$ cat config.mk
export PLATFORM = sky130hd
export DESIGN_NAME = mem_loader
export DESIGN_NICKNAME = d
export VERILOG_FILES = /design/src/rtl/mem_loader_pkg.sv /design/src/rtl/mem_loader_byte_pair.sv /design/src/rtl/mem_loader.sv
export SDC_FILE = /design/constraint.sdc
export NUM_CORES = 1
export LEC_CHECK = 0
export CORE_MARGIN = 2
export CORE_UTILIZATION = 55
export CTS_CLUSTER_SIZE = 8
export DETAILED_ROUTE_END_ITERATION = 6
export PLACE_DENSITY_LB_ADDON = 0.05
export SETUP_SLACK_MARGIN = 0.2
export SLEW_MARGIN = 20
export SYNTH_ARGS = -nofsm -noshare
export SYNTH_HDL_FRONTEND = slang
export SYNTH_SLANG_ARGS = --single-unit
$ cat constraint.sdc
create_clock -name clock -period 6.3 [get_ports clock]
set_input_delay 1.575 -clock clock [delete_from_list [all_inputs] [get_ports clock]]
set_output_delay 1.575 -clock clock [all_outputs]
set_load 0.01 [all_outputs]
$ cat src/rtl/mem_loader_pkg.sv
// Shared types and constants for the boot-time memory loader.
package mem_loader_pkg;

    // Frame field sizes in bytes (length header and checksum trailer)
    localparam int LEN_BYTES = 2;
    localparam int SUM_BYTES = 2;

    typedef enum logic [3:0] {
        ST_IDLE,
        ST_LEN_HI,
        ST_LEN_LO,
        ST_DATA_HI,
        ST_DATA_LO,
        ST_SUM_HI,
        ST_SUM_LO,
        ST_DONE,
        ST_ERROR
    } state_t;

    // States in which a frame is being received (byte_ready / busy)
    function automatic logic is_rx_state(input state_t s);
        return s inside {ST_LEN_HI, ST_LEN_LO, ST_DATA_HI, ST_DATA_LO, ST_SUM_HI, ST_SUM_LO};
    endfunction

    // States that take the high byte of a big-endian field
    function automatic logic is_hi_state(input state_t s);
        return s inside {ST_LEN_HI, ST_DATA_HI, ST_SUM_HI};
    endfunction

    // States that take the low byte and complete a field
    function automatic logic is_lo_state(input state_t s);
        return s inside {ST_LEN_LO, ST_DATA_LO, ST_SUM_LO};
    endfunction

endpackage

$ cat src/rtl/mem_loader_byte_pair.sv
// Big-endian byte pair assembler: keeps the high byte and presents the full
// word combinationally on the cycle the low byte is accepted.
module byte_pair_assembler (
    input  logic        clock,
    input  logic        reset_n,
    input  logic        i_hi_take,
    input  logic        i_lo_take,
    input  logic [7:0]  i_byte,
    output logic [15:0] o_word,
    output logic        o_word_valid
);

    logic [7:0] r_hi;

    // Latch the high byte when it is accepted
    always_ff @(posedge clock or negedge reset_n) begin
        if (!reset_n)
            r_hi <= 8'h00;
        else if (i_hi_take)
            r_hi <= i_byte;
    end

    assign o_word       = {r_hi, i_byte};
    assign o_word_valid = i_lo_take;

endmodule

$ cat src/rtl/mem_loader.sv
// Boot-time loader: parses a LEN / DATA... / SUM byte frame, writes the data
// words to consecutive addresses and checks the trailing 16-bit sum.
module mem_loader
    import mem_loader_pkg::*;
#(
    parameter logic [15:0] BASE_ADDR = 16'h0000,
    parameter logic [15:0] MAX_WORDS = 16'hFFFF,
    parameter int          WIDTH     = 16        // only 16 is supported
) (
    input  logic             clock,
    input  logic             reset_n,
    input  logic             start,
    input  logic [7:0]       byte_in,
    input  logic             byte_valid,
    output logic             byte_ready,
    output logic             write_enable,
    output logic [15:0]      write_address,
    output logic [WIDTH-1:0] data_in,
    output logic             busy,
    output logic             done,
    output logic             error,
    output logic [15:0]      words_written
);

    state_t             r_state;
    logic [15:0]        r_remaining;
    logic [WIDTH-1:0]   r_sum;
    logic [WIDTH-1:0]   r_data;
    logic [15:0]        r_addr;
    logic [15:0]        r_words;
    logic               r_we;
    logic               r_done;
    logic               r_error;

    logic                   w_accept;
    logic                   w_hi_take;
    logic                   w_lo_take;
    logic [15:0]            w_word;
    logic                   w_word_valid;
    logic [LEN_BYTES*8-1:0] w_len;
    logic [SUM_BYTES*8-1:0] w_sum_rx;
    logic                   w_overlength;

    assign w_accept  = byte_valid && byte_ready;
    assign w_hi_take = w_accept && is_hi_state(r_state);
    assign w_lo_take = w_accept && is_lo_state(r_state);

    byte_pair_assembler u_asm (
        .clock        (clock),
        .reset_n      (reset_n),
        .i_hi_take    (w_hi_take),
        .i_lo_take    (w_lo_take),
        .i_byte       (byte_in),
        .o_word       (w_word),
        .o_word_valid (w_word_valid)
    );

    assign w_len    = w_word;
    assign w_sum_rx = w_word;
    // Widened compare so MAX_WORDS = FFFF simply never rejects
    assign w_overlength = {1'b0, w_len} > {1'b0, MAX_WORDS};

    // Frame FSM with address counter, running sum and registered outputs
    always_ff @(posedge clock or negedge reset_n) begin
        if (!reset_n) begin
            r_state     <= ST_IDLE;
            r_remaining <= 16'h0000;
            r_sum       <= '0;
            r_data      <= '0;
            r_addr      <= BASE_ADDR;
            r_words     <= 16'h0000;
            r_we        <= 1'b0;
            r_done      <= 1'b0;
            r_error     <= 1'b0;
        end else begin
            r_we <= 1'b0;
            // Address advances once the write cycle has been presented
            if (r_we)
                r_addr <= r_addr + 16'd1;
            case (r_state)
                ST_IDLE, ST_DONE, ST_ERROR: begin
                    if (start) begin
                        r_state <= ST_LEN_HI;
                        r_done  <= 1'b0;
                        r_error <= 1'b0;
                        r_words <= 16'h0000;
                        r_sum   <= '0;
                        r_addr  <= BASE_ADDR;
                    end
                end
                ST_LEN_HI: if (w_hi_take) r_state <= ST_LEN_LO;
                ST_LEN_LO: begin
                    if (w_word_valid) begin
                        if (w_overlength) begin
                            r_state <= ST_ERROR;
                            r_error <= 1'b1;
                        end else if (w_len == 16'h0000) begin
                            r_state <= ST_SUM_HI;
                        end else begin
                            r_remaining <= w_len;
                            r_state     <= ST_DATA_HI;
                        end
                    end
                end
                ST_DATA_HI: if (w_hi_take) r_state <= ST_DATA_LO;
                ST_DATA_LO: begin
                    if (w_word_valid) begin
                        r_data      <= w_word;
                        r_we        <= 1'b1;
                        r_words     <= r_words + 16'd1;
                        r_sum       <= r_sum + w_word;
                        r_remaining <= r_remaining - 16'd1;
                        r_state     <= (r_remaining == 16'd1) ? ST_SUM_HI : ST_DATA_HI;
                    end
                end
                ST_SUM_HI: if (w_hi_take) r_state <= ST_SUM_LO;
                ST_SUM_LO: begin
                    if (w_word_valid) begin
                        if (w_sum_rx == r_sum) begin
                            r_state <= ST_DONE;
                            r_done  <= 1'b1;
                        end else begin
                            r_state <= ST_ERROR;
                            r_error <= 1'b1;
                        end
                    end
                end
                default: r_state <= ST_IDLE;
            endcase
        end
    end

    assign byte_ready    = is_rx_state(r_state);
    assign busy          = is_rx_state(r_state);
    assign write_enable  = r_we;
    assign write_address = r_addr;
    assign data_in       = r_data;
    assign done          = r_done;
    assign error         = r_error;
    assign words_written = r_words;

endmodule
==> metrics.csv, run 1 <==
metric;value;unit
Die Height;101.8;µm
post-route ant nets;0;
Tmin final;3941;ps
Top cell by count, worst path;o21ai_0;
fmax;253.8;MHz
design area;6210;µm²
number of max-cap violations;0;
Syn Nets;597;
TritonRoute pass-1 iters;5;
DP Wirelength;8924;µm
Die Area;10360;µm²
Core Util, Final;0.6720;
Post-synth top flop;dfrtp_1;
run status;complete, no violations;
Mapped Area;5258;µm²
Clock Latency Late Sink;360;ps
Final WS setup;2359;ps
Layout fillers;755;
worst clock skew;17.37;ps
Post-Syn Instances;565;
slowest cell on the critical path;clkdlybuf4s50_1;
vias in the first global route;4222;
worst-margin pin slew;1101;ps
number of I/O pins;65;
H-tree depth;3;
synthesized flop and latch total;95;
sequential area share after synthesis;0.4522;
die width;101.8;µm
yosys warns;0;
critical path type;input pin to register;
layout cells sized above 1;0.08173;
Row Count;35;
Worst-path clk slew;100;ps
ys async rst share;1.000;
clk root buf;clkbuf_8;
unrepaired setup endpoints after global routing;no;
wire length of the first global-routing pass;21180;µm
CTS tree;done;
EDFF count, synth;0;
fin nets;651;
Worst Hold Class;register to register;
Initial Util;0.5690;
Max Slew Vio Count;0;
Core Box Area;9240;µm²
register area;2377;µm²
vias per cell;5.963;
Detailed Route WL;12660;µm
area added between synthesis and finish;18.11;%
Leakage Power;2.634;nW
Tot GR Track Use;0.2601;
initial antenna violation count;0;
post-synth cell types;57;
area of the multi-input gates;2729;µm²
final global-route overflow total;0;
peak supply drop;0.2482;mV
worst endpoint required time;6580;ps
antenna cells;0;
pin count of the biggest net entering global routing;63;
Worst Path Max Fanout;5;
clock buffer depth;2;
setup TNS;0;ps
post-place setup slack;2037;ps
Post-DP Area;5984;µm²
Sink Count;95;
Final Hold Vio Count;0;
Initial DRC Count;203;
Critical Path, Cell by Cell;clkdlybuf4s50_1 -> ha_1 -> inv_1 -> fa_1 -> nand2b_1 -> a21oi_1 -> o21ai_0 -> o211ai_1 -> a41oi_1 -> xor2_1 -> o21ai_0;
CP endpoint kind;register;
CP peak stage delay;590;ps
routability congestion estimate;0.8843;
Port Buffer Count;64;
Cell Pwr Density;448.3;nW/µm²
DRC Markers;0;
CP arrival;4220;ps
drt wl/cell;16.81;µm
Max-Slew Margin vs Limit;0.2623;
PostCTS Resize Cnt;0;
Syn Area/Cell;9.305;µm²
Tcrit/Tclk final;0.6255;
Post CTS Setup Buffer Count;0;
CTS Buf Count;9;
Hold WS;494.4;ps
Setup Viol. Count Final;0;
number of hold buffers added after CTS;0;
Worst Setup Start Kind;input pin;
DR vias;4490;
-- flip-flops by register name (all words and copies together), names as in the netlist --
name	cells
words_written	16
data_in	16
u_asm.r_hi	8
write_address	16
error	1
r_remaining	16
r_sum	16
write_enable	1
r_state	4
done	1
-- synthesized netlist by cell type (2+ instances only) --
| master | number | area (µm²) |
|---|---|---|
| nor3_1 | 16 | 80.08 |
| a211oi_1 | 4 | 30.03 |
| o211ai_1 | 5 | 37.54 |
| a21oi_1 | 40 | 200.2 |
| and3_1 | 10 | 62.56 |
| mux2_2 | 23 | 259.0 |
| nor2b_1 | 5 | 31.28 |
| nand2b_1 | 8 | 50.05 |
| dfrtp_1 | 95 | 2377 |
| o32a_1 | 2 | 20.02 |
| ha_1 | 19 | 237.7 |
| buf_2 | 5 | 25.02 |
| or3_1 | 9 | 56.30 |
| inv_1 | 13 | 48.80 |
| nand3_1 | 14 | 70.07 |
| a21boi_0 | 6 | 45.04 |
| xnor2_1 | 14 | 122.6 |
| o41ai_1 | 3 | 26.28 |
| o32ai_1 | 2 | 17.52 |
| a21o_1 | 7 | 52.55 |
| o21ai_0 | 46 | 230.2 |
| nand4_1 | 11 | 68.82 |
| a31oi_1 | 3 | 18.77 |
| o31ai_1 | 6 | 45.04 |
| nand2_1 | 57 | 214.0 |
| clkbuf_1 | 18 | 67.56 |
| nor2_1 | 58 | 217.7 |
| o21a_1 | 4 | 30.03 |
| xor2_1 | 21 | 183.9 |
| o22ai_1 | 5 | 31.28 |
| nor4_1 | 10 | 62.56 |
-- stage by stage --
stage / power (W) / cells
after global placement: 0.002294 / 737
final: 0.002784 / 753
after CTS: 0.002788 / 753
after global routing: 0.002995 / 753
after detailed placement: 0.002327 / 737
after floorplan: 0.001886 / 565
-- metal layers --
| layer | up-vias | wire length, µm | track usage |
|---|---|---|---|
| met5 | - | 0 | 0 |
| met2 | 141 | 6105 | 0.4317 |
| met3 | 22 | 639 | 0.04003 |
| met1 | 2190 | 5700 | 0.3548 |
| met4 | 0 | 212 | 0.07484 |
| li1 | 2137 | - | - |
-- logic make-up (layout without fill, tap and decap cells) --
| family | after synthesis | count (layout) | share of synthesized area |
|---|---|---|---|
| AO/OA/AOI/OAI | 146 | 146 | 0.1699 |
| flip-flops | 95 | 95 | 0.4522 |
| multiplexers | 24 | 24 | 0.05117 |
| buffers and inverters | 38 | 97 | 0.03046 |
| XOR/XNOR | 35 | 35 | 0.05831 |
| AND/OR/NAND/NOR | 207 | 207 | 0.1890 |
| adder cells (fa/ha/maj) | 20 | 20 | 0.04902 |
-- power breakdown --
part           internal [W]  switching (W)  total (W)
sequential         0.000810       0.000231    0.00104
clock              0.000228       0.000228   0.000456
combinational      0.000591       0.000695    0.00129
-- cell type report --
cell class,count,area share
Clock buffer,9,0.01995
Timing Repair Buffer,68,0.1076
Inverter,13,0.007858
Tap cell,129,0.02599
Multi-Input combinational cell,432,0.4395
Sequential cell,95,0.3828
Clock inverter,7,0.01632
-- worst max-delay path: cells and delay by family --
family | cells | cell delay, ps
buffers and inverters | 2 | 660
XOR/XNOR | 1 | 170
adder cells (fa/ha/maj) | 2 | 620
AND/OR/NAND/NOR | 1 | 200
AO/OA/AOI/OAI | 5 | 990
-- path summary, 6_finish.rpt --
kind | slack, ps | depth (start not counted) | to | from
worst max-delay path | 2360 | 11 | r_sum[14]$_DFFE_PN0P_ | byte_in[0]
min in group asynchronous | 1140 | 1 | words_written[13]$_DFFE_PN0P_ | reset_n
max in group asynchronous | 4000 | 2 | u_asm.r_hi[2]$_DFFE_PN0P_ | reset_n
worst max register to register | 3760 | 7 | r_state[1]$_DFFE_PN0P_ | u_asm.r_hi[5]$_DFFE_PN0P_
worst min-delay path | 490 | 2 | r_remaining[8]$_DFFE_PN0P_ | r_remaining[8]$_DFFE_PN0P_
worst min register to register | 490 | 2 | r_remaining[8]$_DFFE_PN0P_ | r_remaining[8]$_DFFE_PN0P_
-- layout by cell type, fill, tap and decap left out, drive strengths merged, types with 2 or more instances in the layout --
cell,n
clkinvlp,2
buf,5
o41ai,3
a21oi,40
o211ai,5
or3,9
o32ai,2
nor4,10
o22ai,5
and3,10
clkbuf,9
mux2,23
ha,19
a211oi,4
nor3,17
o21a,5
nand2b,8
o21ai,47
nor2,58
xnor2,14
nand4,11
a21o,7
inv,16
a21boi,7
o31ai,6
or4,2
dfrtp,95
nand2,57
xor2,21
bufinv,2
o32a,2
nor2b,5
nand3,14
a31oi,3
clkdlybuf4s50,63
No activity file was read; power rests on OpenSTA's default activity.
==> run 2, diff against run 1 <==
--- a/config.mk
+++ b/config.mk
@@ -6,7 +6,7 @@
 export NUM_CORES = 1
 export LEC_CHECK = 0
 export CORE_MARGIN = 2
-export CORE_UTILIZATION = 55
+export CORE_UTILIZATION = 51
 export CTS_CLUSTER_SIZE = 8
 export DETAILED_ROUTE_END_ITERATION = 6
 export PLACE_DENSITY_LB_ADDON = 0.05
==> constraint.sdc (replaced) <==
create_clock -name clock -period 3.5 [get_ports clock]
set_input_delay 0.875 -clock clock [delete_from_list [all_inputs] [get_ports clock]]
set_output_delay 0.875 -clock clock [all_outputs]
set_load 0.01 [all_outputs]
==> run 2 against run 1 <==
  * Count of clock-buffer cells in the layout is 1 higher
  * Power increased by 80%
  * Routed wire length is 0.14% lower
  * Flip-flop and latch count stayed put
  * Design area increased by 1.6%
  * Combinational power rose by 81%
  * Global-route usage shrank 2.2 points
  * Via count up 0.20%
  * Worst setup slack got worse by 2000 ps
  * Utilization decreased by 5.3 points
  * Clock skew decreased by 6.3 ps
==> metrics.csv, run 2 (synthesis gave the netlist of run 1 again) <==
metric;value;unit;change
Die Height;105.5;µm;was 101.8 µm
TritonRoute pass-1 iters;7;;was 5
clk root buf;clkbuf_8;;unchanged
Initial Util;0.5162;;was 0.5690
wire length of the first global-routing pass;21300;µm;was 21180 µm
Tot GR Track Use;0.2378;;was 0.2601
most frequent cells in the layout;dfrtp_1 (95), clkdlybuf4s50_1 (63), nor2_1 (58);;unchanged
vias per cell;5.850;;was 5.963
Cell Pwr Density;794.4;nW/µm²;was 448.3 nW/µm²
clock power share;0.161;;was 0.164
Hold WS;484.0;ps;was 494.4 ps
initial antenna violation count;0;;unchanged
CTS tree;done;;unchanged
Max Slew Vio Count;0;;unchanged
routability congestion estimate;0.9002;;was 0.8843
post-route ant nets;0;;unchanged
H-tree depth;3;;unchanged
CP arrival;3390;ps;was 4220 ps
number of hold buffers added after CTS;0;;unchanged
Final Hold Vio Count;0;;unchanged
Setup Viol. Count Final;0;;unchanged
Tmin final;3110;ps;
area added between synthesis and finish;19.94;%;was 18.11%
Net Sw Frac;0.4095;;was 0.4147
DRC Markers;0;;unchanged
setup TNS;0;ps;unchanged
number of I/O pins;65;;unchanged
Leakage Power;2.684;nW;was 2.634 nW
Worst-path clk slew;100;ps;about the same
Post CTS Setup Buffer Count;0;;unchanged
Worst Setup Start Kind;input pin;;unchanged
run status;complete, no violations;;unchanged
pin count of the biggest net entering global routing;59;;was 63
final global-route overflow total;0;;unchanged
PostCTS Resize Cnt;0;;unchanged
Cell Int Power;0.002958;W;was 0.001629 W
vias in the first global route;4343;;was 4222
CTS Buf Count;9;;unchanged
most common cell after layout, fill and taps aside;dfrtp_1;;unchanged
unrepaired setup endpoints after global routing;no;;unchanged
number of max-cap violations;0;;unchanged
drt wl/cell;16.44;µm;was 16.81 µm
CP endpoint kind;register;;unchanged
Clock Latency Late Sink;360;ps;about the same
Seq pwr share;0.372;;was 0.374
Final WS setup;389.9;ps;was 2359 ps
worst-margin pin slew;1072;ps;was 1101 ps
DR vias;4499;;was 4490
Sink Count;95;;unchanged
Detailed Route WL;12640;µm;was 12660 µm
Worst Hold Class;register to register;;unchanged
Port Buffer Count;64;;unchanged
sw power;0.002051;W;was 0.001154 W
peak supply drop;0.4884;mV;was 0.2482 mV
Die Area;11140;µm²;was 10360 µm²
critical path type;input pin to register;;unchanged
Tcrit/Tclk final;0.8886;;
fmax;321.5;MHz;
worst endpoint required time;3780;ps;was 6580 ps
Core Box Area;10180;µm²;was 9240 µm²
Row Count;37;;was 35
DP Wirelength;8965;µm;was 8924 µm
fin nets;660;;was 651
Max-Slew Margin vs Limit;0.2816;;was 0.2623
Layout fillers;907;;was 755
antenna cells;0;;unchanged
logic gate share of total power;0.467;;was 0.462
worst clock skew;11.08;ps;was 17.37 ps
layout cells sized above 1;0.09321;;was 0.08173
die width;105.5;µm;was 101.8 µm
Worst Path Max Fanout;3;;was 5
Initial DRC Count;216;;was 203
post-place setup slack;28.52;ps;was 2037 ps
clock buffer depth;2;;unchanged
Tot Pwr;0.005010;W;was 0.002784 W
-- run 2: layer usage --
layer | global-route usage | wire length, µm | vias to the layer above
li1 | - | - | 2157
met1 | 0.3380 | 5965 | 2204
met2 | 0.3756 | 5914 | 120
met3 | 0.04082 | 519 | 18
met4 | 0.06955 | 240 | 0
met5 | 0 | 0 | -
-- run 2: per-stage QoR --
step / std cells / instance area [µm²] / util
after floorplan: 565 / 5258 / -
after global placement: 753 / 6086 / 0.5975
after detailed placement: 753 / 6086 / 0.5975
after CTS: 769 / 6306 / 0.6192
after global routing: 769 / 6306 / 0.6192
final: 769 / 6306 / 0.6192
-- run 2: path summary, 6_finish.rpt --
| path | from | to | slack, ps | cells after the start |
|---|---|---|---|---|
| min reg2reg | data_in[1]$_DFFE_PN0P_ | data_in[1]$_DFFE_PN0P_ | 480 | 2 |
| max | byte_in[0] | r_sum[14]$_DFFE_PN0P_ | 390 | 11 |
| min in group asynchronous | reset_n | words_written[11]$_DFFE_PN0P_ | 570 | 1 |
| max reg2reg | u_asm.r_hi[5]$_DFFE_PN0P_ | r_state[1]$_DFFE_PN0P_ | 890 | 7 |
| min | data_in[1]$_DFFE_PN0P_ | data_in[1]$_DFFE_PN0P_ | 480 | 2 |
| max in group asynchronous | reset_n | words_written[7]$_DFFE_PN0P_ | 2240 | 2 |
-- run 2: power groups by stage --
stage	registers, W	logic (W)	clock network (W)
finish	0.00187	0.00234	0.000806
global route	0.00192	0.00260	0.000874
CTS	0.00186	0.00234	0.000827
detailed placement	0.00188	0.00232	0
global placement	0.00186	0.00228	0
floorplan	0.00178	0.00161	0
-- run 2: final cells by class --
class                   instances  area [µm²]  share of cell area
clock inverters                 6       92.59             0.01468
multi-input cells             432        2729              0.4327
repair buffers                 77       760.7              0.1206
flip-flops and latches         95        2377              0.3770
well taps                     136       170.2             0.02698
inverters                      13       48.80            0.007738
clock buffers                  10       127.6             0.02024
-- run 2: critical path, stage by stage --
cell	delay, ps
clkdlybuf4s50_1	490
ha_1	190
inv_1	60
fa_1	390
nand2b_1	180
a21oi_1	190
o21ai_0	170
o211ai_1	340
a41oi_1	180
xor2_1	160
o21ai_0	160
